==> src/rtl/alu_exec_unit_if.sv <==
// alu_exec_unit_if: operand/control bundle into the execute stage and the
// registered results coming back out. The master side is whoever supplies
// operands (decode/operand muxes); the slave side is the execute unit.
interface alu_exec_unit_if #(
  parameter int XLEN = 32
);
  logic            valid;
  logic [2:0]      alu_op;
  logic [2:0]      funct3;
  logic [6:0]      funct7;
  logic [XLEN-1:0] op1;
  logic [XLEN-1:0] op2;
  logic            branch;
  logic            jump;

  logic            res_valid;
  logic [XLEN-1:0] result;
  logic            zero;
  logic [3:0]      alu_ctrl;
  logic            b_j_result;

  modport master (
    output valid, alu_op, funct3, funct7, op1, op2, branch, jump,
    input  res_valid, result, zero, alu_ctrl, b_j_result
  );

  modport slave (
    input  valid, alu_op, funct3, funct7, op1, op2, branch, jump,
    output res_valid, result, zero, alu_ctrl, b_j_result
  );
endinterface

==> src/rtl/alu_exec_unit.sv <==
// alu_exec_unit: registered RV32I execute stage. Decodes ALUOp/funct3/funct7
// into ALU control lines, runs the 32-bit ALU and makes the branch/jump
// decision; every output comes from a flop one cycle after the operands.
// Optional feature macro: EXU_SHIFT_EN -- when defined the barrel shifter is
// built; when undefined, SLL/SRL/SRA still decode but produce a zero result.
module alu_exec_unit #(
  parameter int XLEN = 32
) (
  input  logic          i_clk,
  input  logic          i_rstn,
  alu_exec_unit_if.slave bus
);

  localparam int SHAMT_W = $clog2(XLEN);

  typedef enum logic [3:0] {
    CTRL_AND  = 4'b0000,
    CTRL_OR   = 4'b0001,
    CTRL_ADD  = 4'b0010,
    CTRL_XOR  = 4'b0011,
    CTRL_SLL  = 4'b0100,
    CTRL_SRL  = 4'b0101,
    CTRL_SUB  = 4'b0110,
    CTRL_SRA  = 4'b0111,
    CTRL_SLT  = 4'b1000,
    CTRL_SLTU = 4'b1001,
    CTRL_PASS = 4'b1010
  } alu_ctrl_e;

  alu_ctrl_e       ctrl;
  logic [XLEN-1:0] alu_res;
  logic            alu_zero;
  logic            cond;
  logic            b_j;

  // Only funct7[5] distinguishes SUB/ADD and SRA/SRL; the rest is ignored.
  logic unused_funct7;
  assign unused_funct7 = ^{bus.funct7[6], bus.funct7[4:0]};

  // Translate the main-control class plus funct fields into ALU control lines.
  always_comb begin
    ctrl = CTRL_ADD;
    unique case (bus.alu_op)
      3'b001: begin
        case (bus.funct3)
          3'b100, 3'b101: ctrl = CTRL_SLT;
          3'b110, 3'b111: ctrl = CTRL_SLTU;
          default:        ctrl = CTRL_SUB;
        endcase
      end
      3'b010, 3'b011: begin
        case (bus.funct3)
          3'b000:  ctrl = (bus.alu_op == 3'b010 && bus.funct7[5]) ? CTRL_SUB : CTRL_ADD;
          3'b001:  ctrl = CTRL_SLL;
          3'b010:  ctrl = CTRL_SLT;
          3'b011:  ctrl = CTRL_SLTU;
          3'b100:  ctrl = CTRL_XOR;
          3'b101:  ctrl = bus.funct7[5] ? CTRL_SRA : CTRL_SRL;
          3'b110:  ctrl = CTRL_OR;
          default: ctrl = CTRL_AND;
        endcase
      end
      3'b100:  ctrl = CTRL_PASS;
      default: ctrl = CTRL_ADD;
    endcase
  end

  // 32-bit ALU; shifts exist only when the shifter is built in.
  always_comb begin
    alu_res = '0;
    case (ctrl)
      CTRL_AND:  alu_res = bus.op1 & bus.op2;
      CTRL_OR:   alu_res = bus.op1 | bus.op2;
      CTRL_ADD:  alu_res = bus.op1 + bus.op2;
      CTRL_XOR:  alu_res = bus.op1 ^ bus.op2;
      CTRL_SUB:  alu_res = bus.op1 - bus.op2;
`ifdef EXU_SHIFT_EN
      CTRL_SLL:  alu_res = bus.op1 << bus.op2[SHAMT_W-1:0];
      CTRL_SRL:  alu_res = bus.op1 >> bus.op2[SHAMT_W-1:0];
      CTRL_SRA:  alu_res = $unsigned($signed(bus.op1) >>> bus.op2[SHAMT_W-1:0]);
`endif
      CTRL_SLT:  alu_res = {{(XLEN-1){1'b0}}, ($signed(bus.op1) < $signed(bus.op2))};
      CTRL_SLTU: alu_res = {{(XLEN-1){1'b0}}, (bus.op1 < bus.op2)};
      CTRL_PASS: alu_res = bus.op2;
      default:   alu_res = '0;
    endcase
  end

  // Branch condition from the zero flag, then fold in unconditional jumps.
  always_comb begin
    alu_zero = (alu_res == '0);
    case (bus.funct3)
      3'b000, 3'b101, 3'b111: cond = alu_zero;
      3'b001, 3'b100, 3'b110: cond = !alu_zero;
      default:                cond = 1'b0;
    endcase
    b_j = bus.jump | (bus.branch & cond);
  end

  // Output register: hold results on idle cycles but never a taken decision.
  always_ff @(posedge i_clk or negedge i_rstn) begin
    if (!i_rstn) begin
      bus.res_valid  <= 1'b0;
      bus.result     <= '0;
      bus.zero       <= 1'b1;
      bus.alu_ctrl   <= CTRL_ADD;
      bus.b_j_result <= 1'b0;
    end else begin
      bus.res_valid <= bus.valid;
      if (bus.valid) begin
        bus.result     <= alu_res;
        bus.zero       <= alu_zero;
        bus.alu_ctrl   <= ctrl;
        bus.b_j_result <= b_j;
      end else begin
        bus.b_j_result <= 1'b0;
      end
    end
  end

endmodule

==> src/flat_wrapper.sv <==
// flat-port wrapper written by rule: the top's interface ports become plain ports
module alu_exec_unit_flat 
#(
  parameter int XLEN = 32
)
  (i_clk, i_rstn, bus_valid, bus_alu_op, bus_funct3, bus_funct7, bus_op1, bus_op2, bus_branch, bus_jump, bus_res_valid, bus_result, bus_zero, bus_alu_ctrl, bus_b_j_result);
  alu_exec_unit_if #(.XLEN(XLEN)) bus_i ();
  input  logic i_clk;
  input  logic i_rstn;
  input wire logic [$bits(bus_i.valid)-1:0] bus_valid;
  input wire logic [$bits(bus_i.alu_op)-1:0] bus_alu_op;
  input wire logic [$bits(bus_i.funct3)-1:0] bus_funct3;
  input wire logic [$bits(bus_i.funct7)-1:0] bus_funct7;
  input wire logic [$bits(bus_i.op1)-1:0] bus_op1;
  input wire logic [$bits(bus_i.op2)-1:0] bus_op2;
  input wire logic [$bits(bus_i.branch)-1:0] bus_branch;
  input wire logic [$bits(bus_i.jump)-1:0] bus_jump;
  output wire logic [$bits(bus_i.res_valid)-1:0] bus_res_valid;
  output wire logic [$bits(bus_i.result)-1:0] bus_result;
  output wire logic [$bits(bus_i.zero)-1:0] bus_zero;
  output wire logic [$bits(bus_i.alu_ctrl)-1:0] bus_alu_ctrl;
  output wire logic [$bits(bus_i.b_j_result)-1:0] bus_b_j_result;
  assign bus_i.valid = bus_valid;
  assign bus_i.alu_op = bus_alu_op;
  assign bus_i.funct3 = bus_funct3;
  assign bus_i.funct7 = bus_funct7;
  assign bus_i.op1 = bus_op1;
  assign bus_i.op2 = bus_op2;
  assign bus_i.branch = bus_branch;
  assign bus_i.jump = bus_jump;
  assign bus_res_valid = bus_i.res_valid;
  assign bus_result = bus_i.result;
  assign bus_zero = bus_i.zero;
  assign bus_alu_ctrl = bus_i.alu_ctrl;
  assign bus_b_j_result = bus_i.b_j_result;
  alu_exec_unit #(.XLEN(XLEN)) u_core (.i_clk(i_clk), .i_rstn(i_rstn), .bus(bus_i));
endmodule
==> config.mk <==
export PLATFORM = sky130hd
export DESIGN_NAME = alu_exec_unit_flat
export DESIGN_NICKNAME = d
export VERILOG_FILES = /design/src/rtl/alu_exec_unit_if.sv /design/src/rtl/alu_exec_unit.sv /design/src/flat_wrapper.sv
export SDC_FILE = /design/constraint.sdc
export NUM_CORES = 1
export LEC_CHECK = 0
export CAP_MARGIN = 20
export CORE_MARGIN = 2
export CORE_UTILIZATION = 56
export DETAILED_ROUTE_END_ITERATION = 8
export GPL_TIMING_DRIVEN = 0
export PLACE_DENSITY = 0.95
export SETUP_SLACK_MARGIN = 0.05
export SLEW_MARGIN = 10
export SYNTH_ARGS = -nofsm -noshare
export SYNTH_HDL_FRONTEND = slang
export SYNTH_SLANG_ARGS = --single-unit
==> constraint.sdc <==
create_clock -name i_clk -period 0.8 [get_ports i_clk]
set_input_delay 0.16 -clock i_clk [delete_from_list [all_inputs] [get_ports i_clk]]
set_output_delay 0.16 -clock i_clk [all_outputs]
set_load 0.05 [all_outputs]
==> run metrics, run 1 <==
syn_area_per_cell 7.07 sq um; commonest cells in the netlist a21oi_1 (111), ha_1 (100), nor2_1 (100); post-synth cell types 85; Async S/R FF share, synth 100%; Post-Syn Instances 1071; Yosys top cell area share 16.5%; root buffer cell clkbuf_16; number of synthesized flops with an enable pin 0; Std-Cell Rows 42; post-synthesis register bit count 39; Num CTS Buffers 5; Starting Density 57.2%; outcome stopped before the end; most frequent cell after synthesis a21oi_1; Max H-tree Level 2; Yosys Warn Count 0; post-synth top area cell ha_1; Synth area leaders ha_1 (17%), dfrtp_1 (12%), a21oi_1 (7.3%), nor2_1 (5.0%), inv_1 (4.9%); total I/O pin count 121; Primary FF master, synth dfrtp_1; placed cells 1359; Clock Sinks 39; Placer Congestion 1.05; synthesized area 7570 sq um; Port Buffers 111; Run Error [ERROR DPL-0038] Utilization greater than 100%, impossible to legalize; Die Height 120 microns; detailed placer's ending HPWL 25100 microns; Longest Clk Path Bufs 2; Syn Nets 1255; Seq/Total Area, Yosys 12.9%; last stage reached 5_1_grt; largest net degree at the start of global routing 25; Die W 120 microns
-- what timing repair did --
| action | in CTS |
|---|---|
| hold buffers | 1 |
| hold endpoints to repair | 16 |
| pin swaps | 106 |
| setup endpoints to repair | 77 |
| cloned | 1 |
| buffers inserted | 129 |
| resized for setup | 727 |
-- stage by stage --
step	hold WS [ns]	cell area (sq um)	setup slack [ns]	util, %
floorplan	-0.136	8540	-2.39	-
global placement	0.453	9870	-4.35	74.5
detailed placement	0.126	9890	-4.26	74.7
CTS	-0.180	12400	-2.60	93.4
-- kinds of logic after synthesis --
kind of cell	share of synthesized area (%)
AOI/OAI and AO/OA	34.5
buffers and inverters	8.90
xor gates and xnor gates	2.08
muxes	2.41
DFF	12.9
adders and majority gates	17.0
and+or+nand+nor	22.2
==> run 2: changes to the inputs <==
--- a/config.mk
+++ b/config.mk
@@ -7,11 +7,10 @@
 export LEC_CHECK = 0
 export CAP_MARGIN = 20
 export CORE_MARGIN = 2
-export CORE_UTILIZATION = 56
+export CORE_UTILIZATION = 40
 export DETAILED_ROUTE_END_ITERATION = 8
 export GPL_TIMING_DRIVEN = 0
-export PLACE_DENSITY = 0.95
-export SETUP_SLACK_MARGIN = 0.05
+export PLACE_DENSITY_LB_ADDON = 0.15
 export SLEW_MARGIN = 10
 export SYNTH_ARGS = -nofsm -noshare
 export SYNTH_HDL_FRONTEND = slang
==> run 2 against run 1 <==
Against the previous run: the flow now finishes, with violations (hold timing, setup timing); synthesized cell count is the same; area after synthesis is the same.
==> run metrics, run 2 <==
max reg flops 32; fraction of layout cells with a size suffix above 1 55.0%; # fillers 1277; Final Instance Area 14100 sq um; Die W 142 microns (was 120 microns); CP startpoint bus_op1[0]; Starting Density 40.6% (was 57.2%); worst skew pair latency 0.30 ns; Static Leak 5.97 nW; antenna-violating nets left 0; routed wire length 41200 microns; Max H-tree Level 2 (unchanged); Crit path buffers/inverters 3; largest net degree at the start of global routing 27; Crit path largest cell delay 0.42 ns; syn_area_per_cell 7.07 sq um (unchanged); global route total overflow 0; first-pass GRT wire length 57700 microns; Clock Sinks 39 (unchanged); Power, Total 18.5 mW; Die ar. 20100 sq um; Top cell by count, worst path nand4_1; Setup violations, final 77; Max Cap Viol 0; Synth area leaders ha_1 (17%), dfrtp_1 (12%), a21oi_1 (7.3%), nor2_1 (5.0%), inv_1 (4.9%) (unchanged); total I/O pin count 121 (unchanged); antenna cells 0; Worst path slowest cell fa_2; r2r startpoint u_core.bus.result[16]; Slew Viols, Final 0; Worst R2R End u_core.bus.result[16]; Max Clk Rate 271 MHz; path depth of the worst reg2reg path 2; crit share post-route 461%; largest registers u_core.bus.result: 32 flops, u_core.bus.alu_ctrl: 4 flops; Top reg by flops u_core.bus.result; Crit. End Element flop; startpoint types input port; dpl cell area 9920 sq um (was 9890 sq um); fin nets 1610; Primary FF master, synth dfrtp_1 (unchanged); Syn Nets 1255 (unchanged); critical path required time 0.97 ns; worst slew pin tran 0.724 ns; Post-Syn Instances 1071 (unchanged); Port Buffers 111 (unchanged); family with the most delay on the worst path simple AND/OR/NAND/NOR gates; Vias/cell 6.53; Yosys Warn Count 0 (unchanged); Longest Clk Path Bufs 2 (unchanged); VDD IR max 0.841 mV; antenna violations before repair 1; First DRT Iteration DRCs 1407; CP arrival 3.86 ns; post-synth top area cell ha_1 (unchanged); drt first pass iters 6; vias in the first global route 10059; CTS tree built; Crit Path Class in -> reg; Std-Cell Rows 50 (was 42); root buffer cell clkbuf_16 (unchanged); Seq/Total Area, Yosys 12.9% (unchanged); post-synth cell types 85 (unchanged); Synth-to-Final Area Change 86.3%; Hold Fails Final Rpt 13; commonest cells in the netlist a21oi_1 (111), ha_1 (100), nor2_1 (100) (unchanged); number of synthesized flops with an enable pin 0 (unchanged); Async S/R FF share, synth 100% (unchanged); CTS clk-pin slew, worst paths 0.07 ns; WL/cell 24.8 microns; Yosys top cell area share 16.5% (unchanged); Placer Congestion 0.989 (was 1.05); pwr/cell area 1310 nW/um^2; post-synthesis register bit count 39 (unchanged); max_slew headroom 51.7%; RSZ-0062 raised after global routing yes; minimum clock period 3.69 ns; most frequent cells in the layout buf_4 (208), buf_6 (98), nor2_1 (77); synthesized area 7570 sq um (unchanged); Final WS setup -2.89 ns; Die Height 142 microns (was 120 microns); CORE AREA 18600 sq um; detailed placer's ending HPWL 26600 microns (was 25100 microns); most frequent cell after synthesis a21oi_1 (unchanged); cells along the critical path buf_12 -> ha_4 -> inv_2 -> fa_2 -> nor2b_4 -> o21ai_4 -> a211o_1 -> a21oi_2 -> o221ai_2 -> a222oi_1 -> buf_4 -> nand4_1 -> nor4_4 -> nand4_1 -> and4bb_4 -> a22o_1 -> o2111ai_2; smallest hold slack -0.215 ns; DRC errors left 0; commonest non-fill, non-tap cell in the layout buf_4; CP Max Fanout 4; outcome complete, but fails checks (was stopped before the end); Layout Skew 0 ns; Num CTS Buffers 5 (unchanged); min-delay worst type in -> async; failing checks hold timing, setup timing; via count 10847; gr usage total 37.6%; Worst R2R Setup Slack -0.10 ns
==> run 2: logic make-up after synthesis <==
| kind of cell | share of synthesized area [%] |
|---|---|
| compound gates | 34.5 |
| mux | 2.41 |
| xor+xnor | 2.08 |
| buf+inv | 8.90 |
| simple gates | 22.2 |
| flops | 12.9 |
| fa+ha+maj | 17.0 |
==> run 2: final cells by class <==
class	count	area (sq um)	area share, %
repair buffers	356	3150	22.3
multi-input cells	866	8320	59.0
plain buffers	59	762	5.40
flip-flops and latches	39	978	6.93
inverters	99	430	3.05
clock inverters	2	38.8	0.275
clock buffers	6	139	0.984
well taps	234	293	2.07
==> run 2: metrics by stage <==
step                setup TNS [ns]  setup slack, ns  cells  hold WS [ns]  util (%)
finish                      -66.64            -2.89   1661        -0.215      75.7
global route                -68.79            -2.96   1661        -0.198      75.7
CTS                         -61.64            -2.60   1579        -0.213      69.1
detailed placement         -114.23            -4.35   1417         0.105      53.2
global placement           -175.79            -4.31   1416         0.455      53.1
floorplan                   -46.21            -2.39   1071        -0.136         -
==> run 2: metal layers <==
layer  global-route usage, %  up-vias  routed length [microns]
met5                       0        -                        0
met4                    20.6        0                     2990
met3                    5.77      241                     4150
met2                    59.6      828                    18100
met1                    49.3     5098                    16000
li1                        -     4680                        -
==> run 2: worst register-to-register path, delay by kind of cell (launching register included) <==
kind / cells / cell delay, ns
muxes: 1 / 0.26
DFF: 1 / 0.40
buffers and inverters: 1 / 0.14
==> run 2: repair_timing <==
action | 4_1_cts | 5_1_grt
pin swaps | 142 | 111
buffers inserted | 157 | 87
endpoints found under the hold margin | 13 | 13
gates resized for setup | 813 | 240
endpoints found under the setup margin | 77 | 77
cloned | 2 | 0
==> run 2: where the power goes <==
part / internal (mW) / switching [mW] / total, mW
clock: 1.57 / 1.01 / 2.59
sequential: 2.33 / 0.275 / 2.61
combinational: 5.91 / 7.44 / 13.3
==> run 2: how the worst max path moves through the flow <==
stage | to | cells after the start
final | u_core.bus.b_j_result | 17
after CTS | u_core.bus.b_j_result | 16
after floorplan | u_core.bus.b_j_result | 16
after global placement | u_core.bus.b_j_result | 16
after detailed placement | u_core.bus.b_j_result | 16
after global routing | u_core.bus.b_j_result | 17
Power figures use the tool's default switching activity.
==> run 3: changes to the inputs <==
--- a/config.mk
+++ b/config.mk
@@ -9,8 +9,10 @@
 export CORE_MARGIN = 2
 export CORE_UTILIZATION = 40
 export DETAILED_ROUTE_END_ITERATION = 8
+export DONT_BUFFER_PORTS = 1
 export GPL_TIMING_DRIVEN = 0
 export PLACE_DENSITY_LB_ADDON = 0.15
+export REMOVE_ABC_BUFFERS = 1
 export SLEW_MARGIN = 10
 export SYNTH_ARGS = -nofsm -noshare
 export SYNTH_HDL_FRONTEND = slang
==> run 3 against run 2 <==
Against the previous run: the run still ends with hold timing, setup timing left; utilization decreased by 19 points; critical path depth is 1 lower; clock-buffer cell count unchanged; total power fell by 23%; clock power is essentially flat; final cell count is 18% lower; critical path type unchanged.
==> run metrics, run 3 (synthesis results as in run 2) <==
outcome complete, but fails checks (unchanged); failing checks hold timing, setup timing (unchanged); critical path required time 0.98 ns (was 0.97 ns); total I/O pin count 121 (unchanged); CTS tree built (unchanged); antenna-violating nets left 0 (unchanged); Worst R2R Setup Slack -0.15 ns (was -0.10 ns); via count 9221 (was 10847); antenna cells 0 (unchanged); cells along the critical path clkinvlp_4 -> buf_6 -> fa_2 -> o21bai_4 -> nand3_4 -> a21oi_4 -> nor2_4 -> a221o_1 -> a222oi_1 -> buf_4 -> nand4_1 -> nor4_2 -> nand4_1 -> and4bb_4 -> a22o_1 -> o2111ai_2 (was buf_12 -> ha_4 -> inv_2 -> fa_2 -> nor2b_4 -> o21ai_4 -> a211o_1 -> a21oi_2 -> o221ai_2 -> a222oi_1 -> buf_4 -> nand4_1 -> nor4_4 -> nand4_1 -> and4bb_4 -> a22o_1 -> o2111ai_2); pwr/cell area 1360 nW/um^2 (was 1310 nW/um^2); Final Instance Area 10500 sq um (was 14100 sq um); Die ar. 20100 sq um (unchanged); Die Height 142 microns (unchanged); Static Leak 4.16 nW (was 5.97 nW); Max H-tree Level 2 (unchanged); Max Cap Viol 0 (unchanged); max_slew headroom 41.2% (was 51.7%); minimum clock period 3.57 ns (was 3.69 ns); startpoint types input port (unchanged); Worst path slowest cell and4bb_4 (was fa_2); worst skew pair latency 0.30 ns (about the same); Layout Skew 0 ns (unchanged); Std-Cell Rows 50 (unchanged); CP Max Fanout 5 (was 4); DRC errors left 0 (unchanged); First DRT Iteration DRCs 939 (was 1407); Top cell by count, worst path nand4_1 (unchanged); Vias/cell 6.73 (was 6.53); Die W 142 microns (unchanged); final core occ 56.5% (was 75.7%); Crit. End Element flop (unchanged); smallest hold slack -0.458 ns (was -0.215 ns); worst slew pin tran 0.881 ns (was 0.724 ns); most frequent cells in the layout inv_1 (88), nor2_1 (88), buf_4 (83) (was buf_4 (208), buf_6 (98), nor2_1 (77)); CORE AREA 18600 sq um (unchanged); VDD IR max 0.816 mV (was 0.841 mV); gr usage total 30.7% (was 37.6%); Num CTS Buffers 5 (unchanged); routed wire length 33400 microns (was 41200 microns); Slew Viols, Final 0 (unchanged); Worst R2R End u_core.bus.alu_ctrl[1] (was u_core.bus.result[16]); CTS Hold Buffers Added 1; Hold Fails Final Rpt 64 (was 13); Final WS setup -2.77 ns (was -2.89 ns); Crit Path Class in -> reg (unchanged); Longest Clk Path Bufs 2 (unchanged); crit share post-route 447% (was 461%); fraction of layout cells with a size suffix above 1 35.5% (was 55.0%); Max Clk Rate 280 MHz (was 271 MHz); RSZ-0062 raised after global routing yes (unchanged); total negative slack -58.41 ns (was -66.64 ns); CP arrival 3.75 ns (was 3.86 ns); Crit path largest cell delay 0.47 ns (was 0.42 ns); largest net degree at the start of global routing 71 (was 27); Port Buffers 0 (was 111); root buffer cell clkbuf_16 (unchanged); CTS clk-pin slew, worst paths 0.07 ns (about the same); Starting Density 40.6% (unchanged); path depth of the worst reg2reg path 1 (was 2); fin nets 1319 (was 1610); first-pass GRT wire length 48700 microns (was 57700 microns); dpl cell area 7730 sq um (was 9920 sq um); Setup violations, final 76 (was 77); largest registers u_core.bus.result: 32 flops, u_core.bus.alu_ctrl: 4 flops (unchanged); r2r startpoint u_core.bus.alu_ctrl[1] (was u_core.bus.result[16]); min-delay worst type in -> async (unchanged); Clock Sinks 39 (unchanged); Synth-to-Final Area Change 39.1% (was 86.3%); Placer Congestion 0.950 (was 0.989); max reg flops 32 (unchanged); WL/cell 24.4 microns (was 24.8 microns); # fillers 1672 (was 1277); vias in the first global route 8661 (was 10059); Power, Total 14.4 mW (was 18.5 mW); antenna violations before repair 0 (was 1); Top reg by flops u_core.bus.result (unchanged); global route total overflow 0 (unchanged); detailed placer's ending HPWL 20900 microns (was 26600 microns); drt first pass iters 7 (was 6)
[run 3: worst max path at each step]
stage / startpoint / endpoint / depth (start not counted) / slack [ns]
final: bus_op1[1] / u_core.bus.b_j_result / 16 / -2.77
after CTS: bus_op1[1] / u_core.bus.b_j_result / 16 / -2.60
after global routing: bus_op2[0] / u_core.bus.b_j_result / 16 / -2.80
after detailed placement: bus_alu_op[1] / u_core.bus.b_j_result / 12 / -4.95
after global placement: bus_alu_op[1] / u_core.bus.b_j_result / 12 / -8.98
after floorplan: bus_alu_op[1] / u_core.bus.b_j_result / 12 / -4.05
[run 3: routing by layer]
| metal | vias up | track usage (%) | routed length, microns | share of wire [%] |
|---|---|---|---|---|
| li1 | 4081 | - | - | - |
| met1 | 4452 | 41.5 | 13500 | 41 |
| met2 | 564 | 48.5 | 14800 | 44 |
| met3 | 124 | 7.53 | 3770 | 11 |
| met4 | 0 | 9.00 | 1280 | 3.8 |
| met5 | - | 0 | 0 | 0 |
[run 3: layout make-up]
type	count	area [sq um]	share of cell area, %
clock buffers	6	139	1.32
clock inverters	2	35.0	0.333
inverters	99	394	3.74
multi-input cells	870	7530	71.4
flip-flops and latches	39	1020	9.71
well taps	234	293	2.78
repair buffers	120	1120	10.7
[run 3: critical path: cells and delay by family]
kind / cells / cell delay [ns]
fa+ha+maj: 1 / 0.41
compound gates: 6 / 1.29
buf+inv: 3 / 0.46
simple gates: 6 / 1.41
[run 3: repair_timing]
item / in CTS / in global routing
buffers inserted: 76 / 37
gates resized for setup: 271 / 114
cloned: 3 / 2
setup endpoints to repair: 77 / 77
endpoints found under the hold margin: 67 / 65
pin swaps: 59 / 68
[run 3: through the flow]
stage          setup WS [ns]  std cells  hold WS, ns
2_1_floorplan          -4.05       1004       -0.136
3_3_place_gp           -8.98       1238       -0.135
3_5_place_dp           -4.95       1247       -0.135
4_1_cts                -2.60       1334       -0.464
5_1_grt                -2.80       1370       -0.466
6_report               -2.77       1370       -0.458
[run 3: power breakdown]
group / internal [mW] / total [mW] / switching [mW] / leakage [nW]
Clock: 1.56 / 2.56 / 1.00 / 0.0868
Combinational: 3.43 / 7.90 / 4.47 / 3.66
Sequential: 2.39 / 3.90 / 1.51 / 0.417
Total: 7.38 / 14.4 / 6.98 / 4.16
==> run 4: changes to the inputs <==
--- a/config.mk
+++ b/config.mk
@@ -12,6 +12,7 @@
 export DONT_BUFFER_PORTS = 1
 export GPL_TIMING_DRIVEN = 0
 export PLACE_DENSITY_LB_ADDON = 0.15
+export RECOVER_POWER = 50
 export REMOVE_ABC_BUFFERS = 1
 export SLEW_MARGIN = 10
 export SYNTH_ARGS = -nofsm -noshare
==> results of run 4 <==
Same layout as run 3: the final DEF is identical, and so are final timing and power.
